## src/rtl/mem_arb_pkg.sv

```systemverilog
`default_nettype none
// ============================================================================
// Module      : mem_arb_pkg
// Description : Shared types and constants for the data-memory port arbiter.
//               Holds the FSM state and owner encodings and the fixed
//               attributes of an instruction-fetch request.
// Revision    : 1.0 - initial release
// ============================================================================
package mem_arb_pkg;

    // Arbiter FSM states
    typedef enum logic [1:0] {
        ARB_IDLE = 2'd0,
        ARB_REQ  = 2'd1,
        ARB_RESP = 2'd2
    } arb_state_t;

    // Which requester owns the transaction currently in flight
    typedef enum logic {
        OWN_IFU = 1'b0,
        OWN_LSU = 1'b1
    } arb_owner_t;

    // Fetch is always a full-word read with no write data
    localparam logic [3:0]  IFU_BE    = 4'b1111;
    localparam logic [31:0] IFU_WDATA = 32'h0000_0000;

endpackage : mem_arb_pkg
`default_nettype wire

```

## src/rtl/arb_starve_cnt.sv

```systemverilog
`default_nettype none
// ============================================================================
// Module      : arb_starve_cnt
// Description : Starvation guard for the fetch requester. Counts consecutive
//               LSU wins taken while fetch was also waiting, saturating at
//               STARVE_MAX, and raises o_force_ifu once the limit is reached.
// Ports       : clk, rst_n      - clock, async active-low reset
//               i_decide        - an arbitration decision is made this cycle
//               i_lsu_win       - the decision went to the LSU
//               i_ifu_req       - fetch was requesting at the decision
//               o_force_ifu     - fetch must win the next contested decision
// Revision    : 1.0 - initial release
// ============================================================================
module arb_starve_cnt #(
    parameter int unsigned STARVE_MAX = 4
) (
    input  logic clk,
    input  logic rst_n,
    input  logic i_decide,
    input  logic i_lsu_win,
    input  logic i_ifu_req,
    output logic o_force_ifu
);

    localparam int unsigned     c_CNT_W = (STARVE_MAX < 1) ? 1 : $clog2(STARVE_MAX + 1);
    localparam logic [c_CNT_W-1:0] c_MAX = c_CNT_W'(STARVE_MAX);

    logic [c_CNT_W-1:0] r_cnt;

    always_ff @(posedge clk or negedge rst_n) begin
        if (!rst_n) begin
            r_cnt <= '0;
        end else if (i_decide) begin
            // Any fetch win, or no fetch waiting, ends the starvation run
            if (!i_lsu_win || !i_ifu_req) begin
                r_cnt <= '0;
            end else if (r_cnt != c_MAX) begin
                r_cnt <= r_cnt + 1'b1;
            end
        end
    end

    assign o_force_ifu = (r_cnt == c_MAX);

endmodule : arb_starve_cnt
`default_nettype wire

```

## src/rtl/mem_port_arb.sv

```systemverilog
`default_nettype none
// ============================================================================
// Module      : mem_port_arb
// Description : Shares one data-memory port between instruction fetch (IFU,
//               read only) and the load/store unit (LSU). One transaction is
//               outstanding at a time: IDLE latches the winner, REQ presents
//               it to memory until mem_gnt, RESP waits for read data.
//               LSU wins by default. Defining ARB_STARVE_GUARD_EN adds a
//               starvation guard that forces a fetch win after STARVE_MAX
//               consecutive contested LSU wins.
// Ports       : clk, rst_n                 - clock, async active-low reset
//               ifu_req/addr               - fetch request
//               ifu_gnt/rvalid/rdata       - fetch handshake and data
//               lsu_req/we/addr/wdata/be   - load/store request
//               lsu_gnt/rvalid/rdata       - load/store handshake and data
//               mem_req/we/addr/wdata/be   - memory request
//               mem_gnt/rvalid/rdata       - memory handshake and data
//               busy                       - FSM not idle
// Config      : `define ARB_STARVE_GUARD_EN enables the fetch starvation guard
// Revision    : 1.0 - initial release
// ============================================================================
module mem_port_arb
    import mem_arb_pkg::*;
#(
    parameter int unsigned STARVE_MAX = 4
) (
    input  logic        clk,
    input  logic        rst_n,

    input  logic        ifu_req,
    input  logic [31:0] ifu_addr,
    output logic        ifu_gnt,
    output logic        ifu_rvalid,
    output logic [31:0] ifu_rdata,

    input  logic        lsu_req,
    input  logic        lsu_we,
    input  logic [31:0] lsu_addr,
    input  logic [31:0] lsu_wdata,
    input  logic [3:0]  lsu_be,
    output logic        lsu_gnt,
    output logic        lsu_rvalid,
    output logic [31:0] lsu_rdata,

    output logic        mem_req,
    output logic        mem_we,
    output logic [31:0] mem_addr,
    output logic [31:0] mem_wdata,
    output logic [3:0]  mem_be,
    input  logic        mem_gnt,
    input  logic        mem_rvalid,
    input  logic [31:0] mem_rdata,

    output logic        busy
);

    arb_state_t  r_state;
    arb_state_t  w_state_nxt;
    arb_owner_t  r_owner;
    logic        r_we;
    logic [31:0] r_addr;
    logic [31:0] r_wdata;
    logic [3:0]  r_be;

    logic        w_latch;
    logic        w_lsu_win;
    logic        w_in_req;
    logic        w_in_resp;
    logic        w_gnt;
    logic        w_rvalid;

    assign w_latch   = (r_state == ARB_IDLE) && (ifu_req || lsu_req);
    assign w_in_req  = (r_state == ARB_REQ);
    assign w_in_resp = (r_state == ARB_RESP);
    // mem_gnt only counts in REQ, mem_rvalid only in RESP; stray pulses drop
    assign w_gnt     = w_in_req  && mem_gnt;
    assign w_rvalid  = w_in_resp && mem_rvalid;

`ifdef ARB_STARVE_GUARD_EN
    logic w_force_ifu;

    arb_starve_cnt #(
        .STARVE_MAX (STARVE_MAX)
    ) u_starve_cnt (
        .clk         (clk),
        .rst_n       (rst_n),
        .i_decide    (w_latch),
        .i_lsu_win   (w_lsu_win),
        .i_ifu_req   (ifu_req),
        .o_force_ifu (w_force_ifu)
    );

    // The force flag only matters when fetch is actually contending
    assign w_lsu_win = lsu_req && !(w_force_ifu && ifu_req);
`else
    logic w_unused_starve_max;

    assign w_lsu_win           = lsu_req;
    assign w_unused_starve_max = ^STARVE_MAX;
`endif

    // ------------------------------------------------------------------
    // FSM state register
    // ------------------------------------------------------------------
    always_ff @(posedge clk or negedge rst_n) begin
        if (!rst_n) begin
            r_state <= ARB_IDLE;
        end else begin
            r_state <= w_state_nxt;
        end
    end

    // ------------------------------------------------------------------
    // FSM next-state logic
    // ------------------------------------------------------------------
    always_comb begin
        w_state_nxt = r_state;
        case (r_state)
            ARB_IDLE: begin
                if (w_latch) begin
                    w_state_nxt = ARB_REQ;
                end
            end
            ARB_REQ: begin
                // Stores complete at grant; reads still owe a response
                if (mem_gnt) begin
                    w_state_nxt = r_we ? ARB_IDLE : ARB_RESP;
                end
            end
            ARB_RESP: begin
                if (mem_rvalid) begin
                    w_state_nxt = ARB_IDLE;
                end
            end
            default: begin
                w_state_nxt = ARB_IDLE;
            end
        endcase
    end

    // ------------------------------------------------------------------
    // Request registers: captured once per transaction, held through REQ
    // ------------------------------------------------------------------
    always_ff @(posedge clk or negedge rst_n) begin
        if (!rst_n) begin
            r_owner <= OWN_IFU;
            r_we    <= 1'b0;
            r_addr  <= 32'h0;
            r_wdata <= 32'h0;
            r_be    <= 4'h0;
        end else if (w_latch) begin
            if (w_lsu_win) begin
                r_owner <= OWN_LSU;
                r_we    <= lsu_we;
                r_addr  <= lsu_addr;
                r_wdata <= lsu_wdata;
                r_be    <= lsu_be;
            end else begin
                r_owner <= OWN_IFU;
                r_we    <= 1'b0;
                r_addr  <= ifu_addr;
                r_wdata <= IFU_WDATA;
                r_be    <= IFU_BE;
            end
        end
    end

    // ------------------------------------------------------------------
    // Outputs
    // ------------------------------------------------------------------
    assign mem_req    = w_in_req;
    assign mem_we     = w_in_req ? r_we    : 1'b0;
    assign mem_addr   = w_in_req ? r_addr  : 32'h0;
    assign mem_wdata  = w_in_req ? r_wdata : 32'h0;
    assign mem_be     = w_in_req ? r_be    : 4'h0;

    assign ifu_gnt    = w_gnt    && (r_owner == OWN_IFU);
    assign lsu_gnt    = w_gnt    && (r_owner == OWN_LSU);
    assign ifu_rvalid = w_rvalid && (r_owner == OWN_IFU);
    assign lsu_rvalid = w_rvalid && (r_owner == OWN_LSU);
    assign ifu_rdata  = ifu_rvalid ? mem_rdata : 32'h0;
    assign lsu_rdata  = lsu_rvalid ? mem_rdata : 32'h0;

    assign busy       = (r_state != ARB_IDLE);

endmodule : mem_port_arb
`default_nettype wire

```

## config.mk

```make
export PLATFORM = sky130hd
export DESIGN_NAME = mem_port_arb
export DESIGN_NICKNAME = d
export VERILOG_FILES = /design/src/rtl/mem_arb_pkg.sv /design/src/rtl/arb_starve_cnt.sv /design/src/rtl/mem_port_arb.sv
export SDC_FILE = /design/constraint.sdc
export NUM_CORES = 1
export LEC_CHECK = 0
export CORE_MARGIN = 5
export CORE_UTILIZATION = 36
export DETAILED_ROUTE_END_ITERATION = 16
export MAX_ROUTING_LAYER = met4
export PLACE_DENSITY = 0.8
export SLEW_MARGIN = 10
export SYNTH_ARGS = -nofsm -noshare
export SYNTH_HDL_FRONTEND = slang
export SYNTH_HIERARCHICAL = 1
export SYNTH_SLANG_ARGS = --single-unit
```

## constraint.sdc

```tcl
create_clock -name clk -period 1.7 [get_ports clk]
set_input_delay 0.34 -clock clk [delete_from_list [all_inputs] [get_ports clk]]
set_output_delay 0.34 -clock clk [all_outputs]
set_load 0.05 [all_outputs]
```

; ---- After elaboration in Yosys (flattened, before gate mapping)
; Cells that the tools add are included.
; Widths: inputs -> output; s select.
[word_totals]
register_bits = 72
latchBits = 0
ramBits = 0
romBits = 0
inputBits = 139
output_inout_bits = 139
elab_cells = 39
memories = 0
[op_classes]
addsub = 0
mul = 0
n_div = 0
order_cmp = 0
n_eq_ne = 5
shifts = 0
muxes = 16
bitwise = 1
reduce_logical = 11
[ops]
columns = operator, n
row1 = $mux 32, 6
row2 = $mux 2, 4
row3 = $mux 4, 2
row4 = $logic_and 1x1->1, 7
row5 = $ne 2x2->1 const B, 3
row6 = $pmux 2 s3, 1
row7 = $mux 1, 3
row8 = $reduce_and 3->1, 1
row9 = $eq 2x1->1 const B, 1
row10 = $eq 2x2->1 const B, 1
row11 = $logic_not 2->1, 1
row12 = $reduce_bool 2->1, 1
row13 = $logic_or 1x1->1, 1
row14 = $not 1->1, 1

; ---- Depth between registers and ports, before layout
[logic_depth]
depth_word = 4
mapped_depth = 5
depth_no_buf = 4

; ---- Worst setup path before layout
; OpenSTA, ideal clock, no wires.
[synth_path]
kind = register -> output
startpoint = reg r_state[1]
endpoint = out ifu_gnt
arrival_time_ps = 1810
required_time_ps = 1360
path_slack_ps = -450
path_stages_with_launch = 6
n_path_buf = 1
path_cell_list = dfrtp_1 nand2b_1 inv_1 buf_2 nand2_1 nor2_1
[synth_via]
elab_chain_len = 3
[synth_lines]
columns = item, line_no
row1 = from (decl), mem_port_arb.sv:57  ; arb_state_t r_state;
row2 = from (signal assigned), mem_port_arb.sv:109  ; r_state <= w_state_nxt;
row3 = $eq 2x1->1, mem_port_arb.sv:73  ; assign w_in_req = (r_state == ARB_REQ);
row4 = named net mem_req, mem_port_arb.sv:45  ; output logic mem_req,
row5 = $logic_and 1x1->1, mem_port_arb.sv:76  ; assign w_gnt = w_in_req && mem_gnt;
row6 = $logic_and 1x1->1, mem_port_arb.sv:177  ; assign ifu_gnt = w_gnt && (r_owner == OWN_IFU);
row7 = to (decl), mem_port_arb.sv:32  ; output logic ifu_gnt,
; The timed path passes the listed nets, and every way through them passes these cells.

; ---- Worst setup path after layout
[layout_path]
startpoint = reg r_state[0]
endpoint = out lsu_rdata[12]
[layout_via]
elab_chain_len = 4
[layout_lines]
columns = item, line_no
row1 = $eq 2x2->1, mem_port_arb.sv:74  ; assign w_in_resp = (r_state == ARB_RESP);
row2 = $logic_and 1x1->1, mem_port_arb.sv:77  ; assign w_rvalid = w_in_resp && mem_rvalid;
row3 = $logic_and 1x1->1, mem_port_arb.sv:180  ; assign lsu_rvalid = w_rvalid && (r_owner == OWN_LSU);
row4 = $mux 32, mem_port_arb.sv:182  ; assign lsu_rdata = lsu_rvalid ? mem_rdata : 32'h0;
row5 = to (decl), mem_port_arb.sv:43  ; output logic [31:0] lsu_rdata,
; Every way passes these cells.

==> reports/metrics.cfg <==
[run_status]
outcome=complete, but fails checks
violations=negative setup slack

[yosys]
yosys_warnings=6
synth_edf_count=0
synth.avg_cell_area_um2=11.5
yosys_register_bits=72
yosys_most_used_dff=dfrtp_1
synth_commonest_cells=133 x and2_1, 72 x dfrtp_1, 38 x mux2_2
async_flop_share_pct=100
synth_area_leaders=dfrtp_1 44%, and2_1 20%, mux2_2 11%
syn_nets=491
ys_seq_area_share_pct=44.3
yosys.cell_types.count=23
synth.most_common_cell=and2_1
syn_inst=352
yosysTopAreaCell=dfrtp_1
synth_area_um2=4060
yosysTopAreaCellShare_pct=44.3

[clock_network]
clockBufferDepth=2
cts_tree=built
numCtsBuffers=9
path_clk_slew_ns=0.06
clkLatencyLatePin_ns=0.32
cts_root_buf=clkbuf_16
htreeDepth=3
clock_sinks=72

[setup_path]
crit_fanout=16
worstSetupStartpointType=flip-flop
r2r_cells=8
timing.rr.start=r_state[1]
r2r-end=r_state[1]
path_delay_family=simple AND/OR/NAND/NOR gates
crit_buf_inv=2
crit_type=reg -> out
cpPeakStageDelay_ns=0.43
cp-end-kind=output port
worstPathRequired_ns=1.36
rrSetupSlack_ns=0.07
slowest_stage=dfrtp_2
path_cells=and4b_2, clkbuf_16, and2_2, buf_12
cp.arrival_ns=1.61

[routing]
routedWlPerCell_um=22.2
viasPerCell=5.00
remaining_drc_errors=0
ant_nets=0
first_iter_violations=173
dr_total_vias=4014
routed_wl_um=17900
drtPass1Iterations=4

[power_and_ir_drop]
power.density_nw_per_um2=1870
fin_total_pwr_mw=17.9
p_leak_nw=4.18
ir_worst_vdd_mv=1.44

[timing]
fin_crit_ns=1.95
period_share_pct=115
report.final.slew_viol_count=0
finalHoldViolCount=0
worst_slack_ns=-0.252
clock.fmax_mhz=512
worst_slew_margin_rel_pct=69.3
setup_viol=137
rsz0062_at_grt=true
worstMarginPinSlew_ns=0.460
holdWs_ns=0.504
fin_skew_ns=0.00494

[flow_run]
max-cap-violations=0

[grt]
grt_pass1_vias=4518
grt_use_met3_pct=6.84
grt_max_degree=40
grt_pass1_wl_um=25900
use_met2_pct=49.3
grt.busiest_layer=met2
antenna_found_initial=1
grt_use_total_pct=26.1
met1_usage_pct=25.6
grt_overflow_total=0

[place]
io_buffers=277
dp.cells=766
gp_congestion=0.958
post_dp_cell_area_um2=8710
place_ws_ns=-0.243
hpwlAfterDp_um=12800

[cells_and_area]
finalNonFillerCells=803
nets=796
final_area_um2=9550
area_delta_synth_final_pct=135
layout-drive-gt1-share_pct=61.6

[floorplan]
core_area_um2=10900
die_area_um2=13500
die_y_um=116
ios=278
initial_core_util_pct=37.2
fp-row-count=38
die_w_um=116

[min_path]
hp-class=in -> async

[kinds of logic after synthesis]
family | count (synthesis) | share of synthesized area, %
and+or+nand+nor | 143 | 22.1
DFF | 72 | 44.3
muxes | 64 | 20.1
AOI/OAI and AO/OA | 42 | 8.93
buffers and inverters | 31 | 4.53
[through the flow]
stage	TNS, ns	util, %
CTS	-25.39	86.7
detailed placement	-24.26	79.7
global placement	-20.66	79.7
global route	-31.66	87.3
floorplan	-0.600	-
finish	-25.41	87.3
[worst max-delay path by stage]
stage,from,endpoint,slack [ns],cells past startpoint
floorplan,r_owner,ifu_rdata[22],-0.07,3
global placement,mem_rvalid,ifu_rdata[31],-0.21,5
detailed placement,mem_rvalid,ifu_rdata[31],-0.24,5
CTS,r_state[0],ifu_rdata[1],-0.23,4
global route,r_state[0],ifu_rdata[0],-0.30,4
finish,r_state[0],lsu_rdata[12],-0.25,4
[flip-flops by register name, summed over array words and instances (netlist names)]
| register | count |
|---|---|
| r_we | 1 |
| r_state | 2 |
| r_be | 4 |
| r_wdata | 32 |
| r_addr | 32 |
| r_owner | 1 |
[routing by layer]
layer	wire (µm)	share of wire, %
met5	0	0
met1	5960	33
met4	619	3.5
met2	9790	55
met3	1480	8.3
[worst register-to-register path, cell delays in order, from the launching register on]
cell,delay [ns]
dfrtp_1,0.40
nand2b_4,0.18
inv_8,0.06
buf_12,0.14
clkbuf_16,0.15
buf_4,0.12
buf_4,0.12
buf_4,0.12
a32o_1,0.22
[repair_timing]
item | in CTS | in global routing
setup endpoints to repair | 138 | 139
buffers inserted | 13 | 2
resized for setup | 99 | 25
pin swaps | 29 | 23
hold buffers | 1 | 0
endpoints found under the hold margin | 33 | 0
cloned | 7 | 2
[where the power goes]
group / switching (mW) / total (mW) / internal [mW]
sequential: 0.533 / 3.06 / 2.52
combinational: 5.96 / 12.8 / 6.81
clock: 0.710 / 2.03 / 1.32
[final cells by class]
cell class / count / area [µm²]
timing repair buffer: 322 / 4840
multi-input combinational: 249 / 2390
sequential: 72 / 1800
fill: 506 / 1390
clock buffer: 10 / 239
tap: 140 / 175
clock inverter: 6 / 82.6
inverter: 3 / 18.8
antenna: 1 / 2.50
[cell usage in the layout, fill, tap and decap left out, drive strengths merged, types with 2 or more instances in the layout]
master,n
buf,182
clkdlybuf4s50,136
and2,133
dfrtp,72
mux2,64
a22o,33
clkbuf,12
o22a,4
nor2,4
clkinv,3
inv,3
bufinv,2
nand2,2
o21ai,2
Power figures use the tool's default switching activity.
